`src/rtl/ps2_key_sequencer.sv`:
```
// Key-event FIFO plus byte sequencer that expands each event into PS/2 set-2
// make/break bytes and paces them into ps2_tx with gap, hold and resend timing.
module ps2_key_sequencer #(
    parameter int FIFO_DEPTH  = 8,
    parameter int GAP_CYCLES  = 2000,
    parameter int HOLD_CYCLES = 50000,
    parameter int ACK_TIMEOUT = 16
) (
    input  logic                          clk,
    input  logic                          reset_n,
    input  logic [7:0]                    key_code,
    input  logic                          key_ext,
    input  logic                          key_shift,
    input  logic                          key_valid,
    output logic                          key_ready,
    output logic [7:0]                    scancode,
    output logic                          send,
    input  logic                          ready,
    output logic                          busy,
    output logic                          overflow,
    output logic [$clog2(FIFO_DEPTH):0]   fifo_level
);

    localparam int AW       = $clog2(FIFO_DEPTH);
    localparam int LW       = AW + 1;
    localparam int CNT_MAX0 = (GAP_CYCLES > HOLD_CYCLES) ? GAP_CYCLES : HOLD_CYCLES;
    localparam int CNT_MAX  = (CNT_MAX0 > ACK_TIMEOUT) ? CNT_MAX0 : ACK_TIMEOUT;
    localparam int CW       = $clog2(CNT_MAX + 2);

    // Last count value of each timed state; a zero setting still costs one cycle.
    localparam logic [CW-1:0] GAP_LAST  = CW'((GAP_CYCLES  > 0) ? GAP_CYCLES  - 1 : 0);
    localparam logic [CW-1:0] HOLD_LAST = CW'((HOLD_CYCLES > 0) ? HOLD_CYCLES - 1 : 0);
    localparam logic [CW-1:0] ACK_LAST  = CW'((ACK_TIMEOUT > 0) ? ACK_TIMEOUT - 1 : 0);

    localparam logic [2:0] ST_IDLE      = 3'd0;
    localparam logic [2:0] ST_POP       = 3'd1;
    localparam logic [2:0] ST_ISSUE     = 3'd2;
    localparam logic [2:0] ST_WAIT_ACK  = 3'd3;
    localparam logic [2:0] ST_WAIT_DONE = 3'd4;
    localparam logic [2:0] ST_GAP       = 3'd5;
    localparam logic [2:0] ST_HOLD      = 3'd6;

    localparam logic [3:0] STP_HOLD = 4'd3;
    localparam logic [3:0] STP_NONE = 4'd9;

    logic [9:0]    r_mem [FIFO_DEPTH];
    logic [AW-1:0] r_wptr;
    logic [AW-1:0] r_rptr;
    logic [LW-1:0] r_level;
    logic [2:0]    r_state;
    logic [3:0]    r_step;
    logic [CW-1:0] r_cnt;
    logic          r_send;
    logic [7:0]    r_scancode;
    logic          r_overflow;
    logic [7:0]    r_code;
    logic          r_ext;
    logic          r_shift;

    logic [9:0]    w_head;
    logic          w_full;
    logic          w_empty;
    logic          w_pop;
    logic          w_push;
    logic          w_ovf;
    logic [3:0]    w_first;
    logic [3:0]    w_next;

    // Steps 0..8: S0 shift, S1 E0, S2 code, HOLD, S3 E0, S4 F0, S5 code, S6 F0, S7 shift.
    function automatic logic step_en(input logic [3:0] s, input logic ext, input logic shift);
        case (s)
            4'd0, 4'd7, 4'd8:       step_en = shift;
            4'd1, 4'd4:             step_en = ext;
            4'd2, 4'd3, 4'd5, 4'd6: step_en = 1'b1;
            default:                step_en = 1'b0;
        endcase
    endfunction

    function automatic logic [3:0] first_from(input logic [3:0] start, input logic ext,
                                              input logic shift);
        logic [3:0] r;
        r = STP_NONE;
        for (int i = 8; i >= 0; i--) begin
            if (i >= int'(start) && step_en(4'(i), ext, shift)) r = 4'(i);
        end
        return r;
    endfunction

    function automatic logic [7:0] step_byte(input logic [3:0] s, input logic [7:0] code);
        case (s)
            4'd0, 4'd8: step_byte = 8'h12;
            4'd1, 4'd4: step_byte = 8'hE0;
            4'd5, 4'd7: step_byte = 8'hF0;
            default:    step_byte = code;
        endcase
    endfunction

    assign w_head  = r_mem[r_rptr];
    assign w_full  = (r_level == LW'(FIFO_DEPTH));
    assign w_empty = (r_level == '0);
    assign w_pop   = (r_state == ST_POP);
    // A pop in the same cycle frees a slot, so a push into a full FIFO is still taken.
    assign w_push  = key_valid && (!w_full || w_pop);
    assign w_ovf   = key_valid && w_full && !w_pop;
    assign w_first = first_from(4'd0, w_head[8], w_head[9]);
    assign w_next  = first_from(r_step + 4'd1, r_ext, r_shift);

    always_ff @(posedge clk or negedge reset_n) begin
        if (!reset_n) begin
            r_state    <= ST_IDLE;
            r_step     <= '0;
            r_cnt      <= '0;
            r_send     <= 1'b0;
            r_scancode <= 8'h00;
            r_overflow <= 1'b0;
            r_wptr     <= '0;
            r_rptr     <= '0;
            r_level    <= '0;
        end else begin
            r_send     <= 1'b0;
            r_overflow <= w_ovf;
            if (w_push) r_wptr <= r_wptr + AW'(1);
            if (w_pop)  r_rptr <= r_rptr + AW'(1);
            case ({w_push, w_pop})
                2'b10:   r_level <= r_level + LW'(1);
                2'b01:   r_level <= r_level - LW'(1);
                default: r_level <= r_level;
            endcase
            if (r_cnt != '1) r_cnt <= r_cnt + CW'(1);

            case (r_state)
                ST_IDLE: begin
                    if (!w_empty) begin
                        r_state <= ST_POP;
                        r_cnt   <= '0;
                    end
                end
                ST_POP: begin
                    r_step  <= w_first;
                    r_state <= ST_ISSUE;
                    r_cnt   <= '0;
                end
                ST_ISSUE: begin
                    if (ready) begin
                        r_send     <= 1'b1;
                        r_scancode <= step_byte(r_step, r_code);
                        r_state    <= ST_WAIT_ACK;
                        r_cnt      <= '0;
                    end
                end
                ST_WAIT_ACK: begin
                    if (!ready) begin
                        r_state <= ST_WAIT_DONE;
                        r_cnt   <= '0;
                    end else if (r_cnt >= ACK_LAST) begin
                        r_state <= ST_ISSUE;
                        r_cnt   <= '0;
                    end
                end
                ST_WAIT_DONE: begin
                    if (ready) begin
                        r_state <= ST_GAP;
                        r_cnt   <= '0;
                    end
                end
                ST_GAP: begin
                    if (r_cnt >= GAP_LAST) begin
                        r_step <= w_next;
                        r_cnt  <= '0;
                        if (w_next == STP_HOLD)      r_state <= ST_HOLD;
                        else if (w_next != STP_NONE) r_state <= ST_ISSUE;
                        else if (!w_empty)           r_state <= ST_POP;
                        else                         r_state <= ST_IDLE;
                    end
                end
                ST_HOLD: begin
                    if (r_cnt >= HOLD_LAST) begin
                        r_step  <= w_next;
                        r_state <= ST_ISSUE;
                        r_cnt   <= '0;
                    end
                end
                default: begin
                    r_state <= ST_IDLE;
                    r_cnt   <= '0;
                end
            endcase
        end
    end

    always_ff @(posedge clk) begin
        if (w_push) r_mem[r_wptr] <= {key_shift, key_ext, key_code};
        if (w_pop) {r_shift, r_ext, r_code} <= w_head;
    end

    assign key_ready  = !w_full;
    assign scancode   = r_scancode;
    assign send       = r_send;
    assign busy       = (r_state != ST_IDLE) || !w_empty;
    assign overflow   = r_overflow;
    assign fifo_level = r_level;

endmodule
```
`config.mk`:
```
export PLATFORM = sky130hd
export DESIGN_NAME = ps2_key_sequencer
export DESIGN_NICKNAME = d
export VERILOG_FILES = /design/src/rtl/ps2_key_sequencer.sv
export SDC_FILE = /design/constraint.sdc
export NUM_CORES = 1
export LEC_CHECK = 0
export ABC_CLOCK_PERIOD_IN_PS = 3300
export BUFFER_PORTS_ARGS = -buffer_cell sky130_fd_sc_hd__buf_4
export CORE_MARGIN = 3
export CORE_UTILIZATION = 55
export DETAILED_ROUTE_END_ITERATION = 8
export GPL_ROUTABILITY_DRIVEN = 0
export PLACE_DENSITY = 0.74
export REMOVE_ABC_BUFFERS = 1
export SETUP_SLACK_MARGIN = 0.2
export SYNTH_ARGS = -nofsm -noshare
export SYNTH_HDL_FRONTEND = slang
export SYNTH_SLANG_ARGS = --single-unit
```
`constraint.sdc`:
```
create_clock -name clk -period 3.3 [get_ports clk]
set_clock_uncertainty 0.15 [all_clocks]
set_input_delay 0.495 -clock clk [delete_from_list [all_inputs] [get_ports clk]]
set_output_delay 0.495 -clock clk [all_outputs]
set_load 0.01 [all_outputs]
```
======== Word level (Yosys, flattened, before mapping) ========
Memory sizes are Yosys's and may differ from the RTL's.
Cells that the tools add are included.
cells by class
  add/subtract/negate cells ............... 6
  magnitude comparators ................... 12
  equality and inequality tests ........... 23
  mux-type cells .......................... 39
  reductions and logical operators ........ 26
operators by type and width
  cell                     number
  $mux W16                 7
  $pmux W16 S5             1
  $mux W4                  10
  $mux W3                  8
  $pmux W8 S3              1
  $pmux W3 S7              1
  $add A16 B1 Y16 const B  1
  $ge A16 B11 Y1 const B   1
  $ge A16 B16 Y1 const B   1
  $ge A16 B4 Y1 const B    1
  $ge A3 B4 Y1 const A     4
  $ne A16 B16 Y1 const B   1
  $eq A4 B3 Y1 const B     3
  $pmux W4 S3              1
  $ne A2 B2 Y1 const B     5
  $eq A3 B3 Y1 const B     3
  $add A4 B1 Y4 const B    2
  $eq A4 B4 Y1 const B     2
  $ge A1 B4 Y1 const A     2
  $ge A2 B4 Y1 const A     2
  $logic_and A1 B1 Y1      8
  $logic_not A4 Y1         2
  $pmux W4 S2              1
  $reduce_or A2 Y1         4
  other kinds (21)         34
word-level totals
  register bits after elaboration ......... 53
  memory bits (writable) .................. 80
  bits of input ports ..................... 14
  word-level logic and storage cells ...... 119
  memories kept ........................... 1
memory list
  memory  depth  width  rd ports  clocked after Yosys merged registers in  write ports  RTL line  source
  r_mem   8      10     1         0                                        1            46        logic [9:0] r_mem [FIFO_DEPTH];

======== Longest topological paths before layout ========
  word-level depth ........................ 17
  depth in mapped cells ................... 12

======== Least setup slack after synthesis ========
Ideal clock, no wire load.
  kind .................................... register to register
  start ................................... reg r_state[1]
  end ..................................... mem r_mem[0][0] (enable)
  arrival ................................. 2.618 ns
  data required time ...................... 2.746 ns
  setup slack ............................. 0.129 ns
  cell stages (with the launch flop) ...... 7
  path buffers ............................ 1
  clock period less this slack ............ 3.171 ns
  cell sequence ........................... dfrtp_1 clkbuf_8 nand2b_1 nor2_2 o21a_1 inv_2 nor4_1
on the way
  longest elaborated chain between the ends .. 5
ends and longest elaborated chain
  item                           RTL line  source
  start: declaration             50        logic [2:0] r_state;
  start signal: assignment       110       r_state <= ST_IDLE;
  start signal: assignment       134       r_state <= ST_POP;
  start signal: assignment       140       r_state <= ST_ISSUE;
  $eq A3 B1 Y1                   101       assign w_pop = (r_state == ST_POP);
  $logic_or A1 B1 Y1             103       assign w_push = key_valid && (!w_full || w_pop);
  $logic_and A1 B1 Y1            103
  $mux W1                        192       if (w_push) r_mem[r_wptr] <= {key_shift, key_ext, key_code};
  $mux W1 (implied by the code)  192
  end: declaration               46
No other way between the ends.

======== Worst setup path in the final report ========
  start ................................... reg r_level[0], in the netlist fifo_level[0]
  end ..................................... out busy
on the way
  longest elaborated chain between the ends .. 3
ends and longest elaborated chain
  item                      RTL line  source
  start: declaration        49        logic [LW-1:0] r_level;
  start signal: assignment  125       2'b10: r_level <= r_level + LW'(1);
  start signal: assignment  126       2'b01: r_level <= r_level - LW'(1);
  start signal: assignment  127       default: r_level <= r_level;
  $logic_not A4 Y1          100       assign w_empty = (r_level == '0);
  $logic_not A1 Y1          199       assign busy = (r_state != ST_IDLE) || !w_empty;
  $logic_or A1 B1 Y1        199
  end: declaration          19        output logic busy,
No other way between the ends.

==> results.txt <==
The tools report the setup TNS as 0 ns. Total standard cell area after synthesis: 6060 um2. For the clock net sink count, the log shows 133.

The tools report the number of buffers added by the clock tree synthesis step as 17. CTS root buffer: sky130_fd_sc_hd__clkbuf_8. The synthesized instance count is 425.

The routed layout has 3708 vias. The critical path in this run is classified as reg -> out. Once placement finished, the instance area stood at 6460 um2. The worst pin sits at a relative slew slack of 45.9%. Top cell type by total area after synthesis: sky130_fd_sc_hd__edfxtp_1. The kind of end point of the critical path was an output pin. From synthesis to final layout, the design area changed by 15.6%.

The tools report the kind of start point of the critical path as a flip-flop. For the pin with the worst max-slew slack, the measured transition is 0.808 ns. The number of cells after detailed placement is 588. The final-report max-slew violation count is 0, and the worst setup slack for register-to-register paths is 0.55 ns.

Entering global routing, the biggest net connects 44 pins. For the worst setup path, the data arrival time is 2.13 ns. The buffer count from post-CTS setup fixing was 0; the final-report setup violation count was 0. The Yosys step of the flow raised 0 warnings. Across the run, the number of max-cap violations was 0. Global-route wire length before repair: 19.2 mm. Clock slew seen by the registers of the worst setup and hold paths: 0.06 ns.

STA puts the critical path data required time at 2.65 ns. The tools report the total overflow reported by the global router as 0. The first detailed-routing pass took 4 iterations. The count of nets left with antenna violations once routing finished came out at 0. For the worst-skew pair, the clock arrives at the later sink with an insertion delay of 0.52 ns. The H-tree was split into 4 levels. The floorplan step set the die width to 111 um. For the global-route usage over all layers, the log shows 20.2%. The classification of the worst-slack hold path was in -> reg. On the final layout, the worst hold slack is 0.0494 ns. In the final routed layout, each cell accounts on average for 18.5 um. The fraction of synthesis flops using an asynchronous set or reset pin is 32.3%, and the y dimension of the die is 111 um. The placed wire-length estimate after detailed placement was 7.42 mm; the post-detailed-route via-to-cell ratio was 5.97. Based on the critical path, the design can be clocked at up to 360 MHz. Of all nets on the critical path, the largest fanout is 6. No sink is reached through more buffers than the 2 on the longest clock path. The final hold violation count is 0, and the shortest period the worst path allows is 2.78 ns. For the die footprint, the log shows 12300 um2. Synthesis instantiated 71 different standard cells from the library. The run gives 0.521 ns as the post-layout worst setup margin.

In this run the standard cell core region covers 10500 um2. Setup repair after global routing left no endpoint under its margin. The final core utilization was 66.6%; the power density of the placed cells was 879 nW/um2. The share of the cycle needed by the critical path after routing is 84.2%, and the maximum ir drop on the vdd rail is 622 uV. 30 I/O pins were placed. Among all cell types in the netlist, the one instantiated most often is sky130_fd_sc_hd__edfxtp_1.

Once the floorplan was initialized, standard cells occupied 57.6% of the core. The run gives 7000 um2 as the cell area after layout. TritonCTS built the clock tree. Yosys mapped a number of flops with a built-in enable equal to 90. By count the netlist is led by sky130_fd_sc_hd__edfxtp_1, sky130_fd_sc_hd__dfrtp_1, sky130_fd_sc_hd__nor2_1, sky130_fd_sc_hd__nand2_1, sky130_fd_sc_hd__mux4_2. The most used flip-flop cell after synthesis is sky130_fd_sc_hd__edfxtp_1.

The final layout contains routed wiring with a total length of 11.5 mm. The run gives 6.16 mW as the overall power after layout. For the setup slack after placement, the log shows 0.560 ns.

The run finished with clean final reports. In the routed design, unresolved DRC markers number 0. The initial antenna violation count was 0; the synthesized area per cell was 14.3 um2. For this design the static power due to leakage is 2.59 nW.

The finished layout holds 621 standard cells, fillers aside. After synthesis the netlist holds a flip-flop and latch count of 133. By area the synthesized netlist is led by sky130_fd_sc_hd__edfxtp_1, sky130_fd_sc_hd__dfrtp_1, sky130_fd_sc_hd__mux4_2. For this run, the register share of the synthesized area comes to 62.4%. Via count of the first global-routing pass: 3685. Layout cell share with drive strength beyond 1: 24.9%. 0 antenna diodes ended up in the layout. The synthesized design devotes to its leading area cell type 44.6% of total area. The DRC violation total after the first TritonRoute iteration was 273; the number of buffers inserted by port buffering was 29. After floorplanning, the core was divided into 37 placement rows.

In the final design database the tool counted 498 nets.
## cell usage in the layout (no fill, tap or decap), types with 11 or more instances in the layout
cell,netlist,routed
sky130_fd_sc_hd__edfxtp_1,90,90
sky130_fd_sc_hd__dfrtp_1,43,43
sky130_fd_sc_hd__buf_4,0,40
sky130_fd_sc_hd__nor2_1,33,33
sky130_fd_sc_hd__nand2_1,26,26
sky130_fd_sc_hd__mux4_2,20,20
sky130_fd_sc_hd__o21ai_0,18,18
sky130_fd_sc_hd__a21oi_1,16,16
sky130_fd_sc_hd__clkbuf_16,0,16
sky130_fd_sc_hd__inv_1,14,14
sky130_fd_sc_hd__mux2_2,11,11
sky130_fd_sc_hd__ha_1,11,11
## worst paths after layout
| check | start | to | cells after the start |
|---|---|---|---|
| worst min register to register | scancode[3] | scancode[3] | 2 |
| worst max-delay path | fifo_level[0] | busy | 3 |
| min in group asynchronous | reset_n | r_cnt[4] | 2 |
| worst min-delay path | key_shift | r_mem[2][9] | 1 |
| worst max register to register | r_state[1] | fifo_level[3] | 11 |
| max in group asynchronous | reset_n | scancode[1] | 2 |
## power breakdown
group | switching [mW] | internal [mW] | total [mW]
Sequential | 0.335 | 2.18 | 2.51
Combinational | 1.02 | 0.957 | 1.97
Clock | 0.680 | 0.993 | 1.67
## timing repair
item	4_1_cts	5_1_grt
resized for setup	0	0
hold buffers	1	0
endpoints found under the hold margin	43	0
## registers in the layout, indices dropped and copies added (netlist names)
| name | cells |
|---|---|
| fifo_level | 4 |
| overflow | 1 |
| r_cnt | 16 |
| r_code | 8 |
| r_ext | 1 |
| r_mem | 80 |
| r_rptr | 3 |
| r_shift | 1 |
| r_state | 3 |
| r_step | 4 |
| r_wptr | 3 |
| scancode | 8 |
| send | 1 |
## metal layers
layer	track usage, %	share of wire, %	up-vias
met1	26.7	45	1879
li1	-	-	1731
met4	7.47	1.5	0
met2	31.6	49	80
met5	0	0	-
met3	6.44	4.4	18
## cell type report
| type | count | area [um2] |
|---|---|---|
| clock inverters | 13 | 109 |
| inverters | 15 | 56.3 |
| flip-flops and latches | 133 | 3780 |
| well taps | 136 | 170 |
| fillers | 706 | 3510 |
| multi-input cells | 264 | 2160 |
| clock buffers | 19 | 422 |
| repair buffers | 41 | 310 |
## critical path, stage by stage (launching register included)
cell and delay, ns:
sky130_fd_sc_hd__dfrtp_1 0.44, sky130_fd_sc_hd__or4_4 0.56, sky130_fd_sc_hd__or4_1 0.45, sky130_fd_sc_hd__buf_4 0.17
## logic make-up (layout without fill, tap and decap cells)
group | count (synthesis) | in the layout | share of synthesized area (%)
flops | 133 | 133 | 62.4
buf+inv | 28 | 88 | 2.13
mux | 38 | 38 | 10.7
xor+xnor | 17 | 17 | 2.46
simple gates | 123 | 123 | 10.9
fa+ha+maj | 13 | 13 | 2.77
compound gates | 73 | 73 | 8.70
Note: power is estimated with default switching activity, not from simulation.
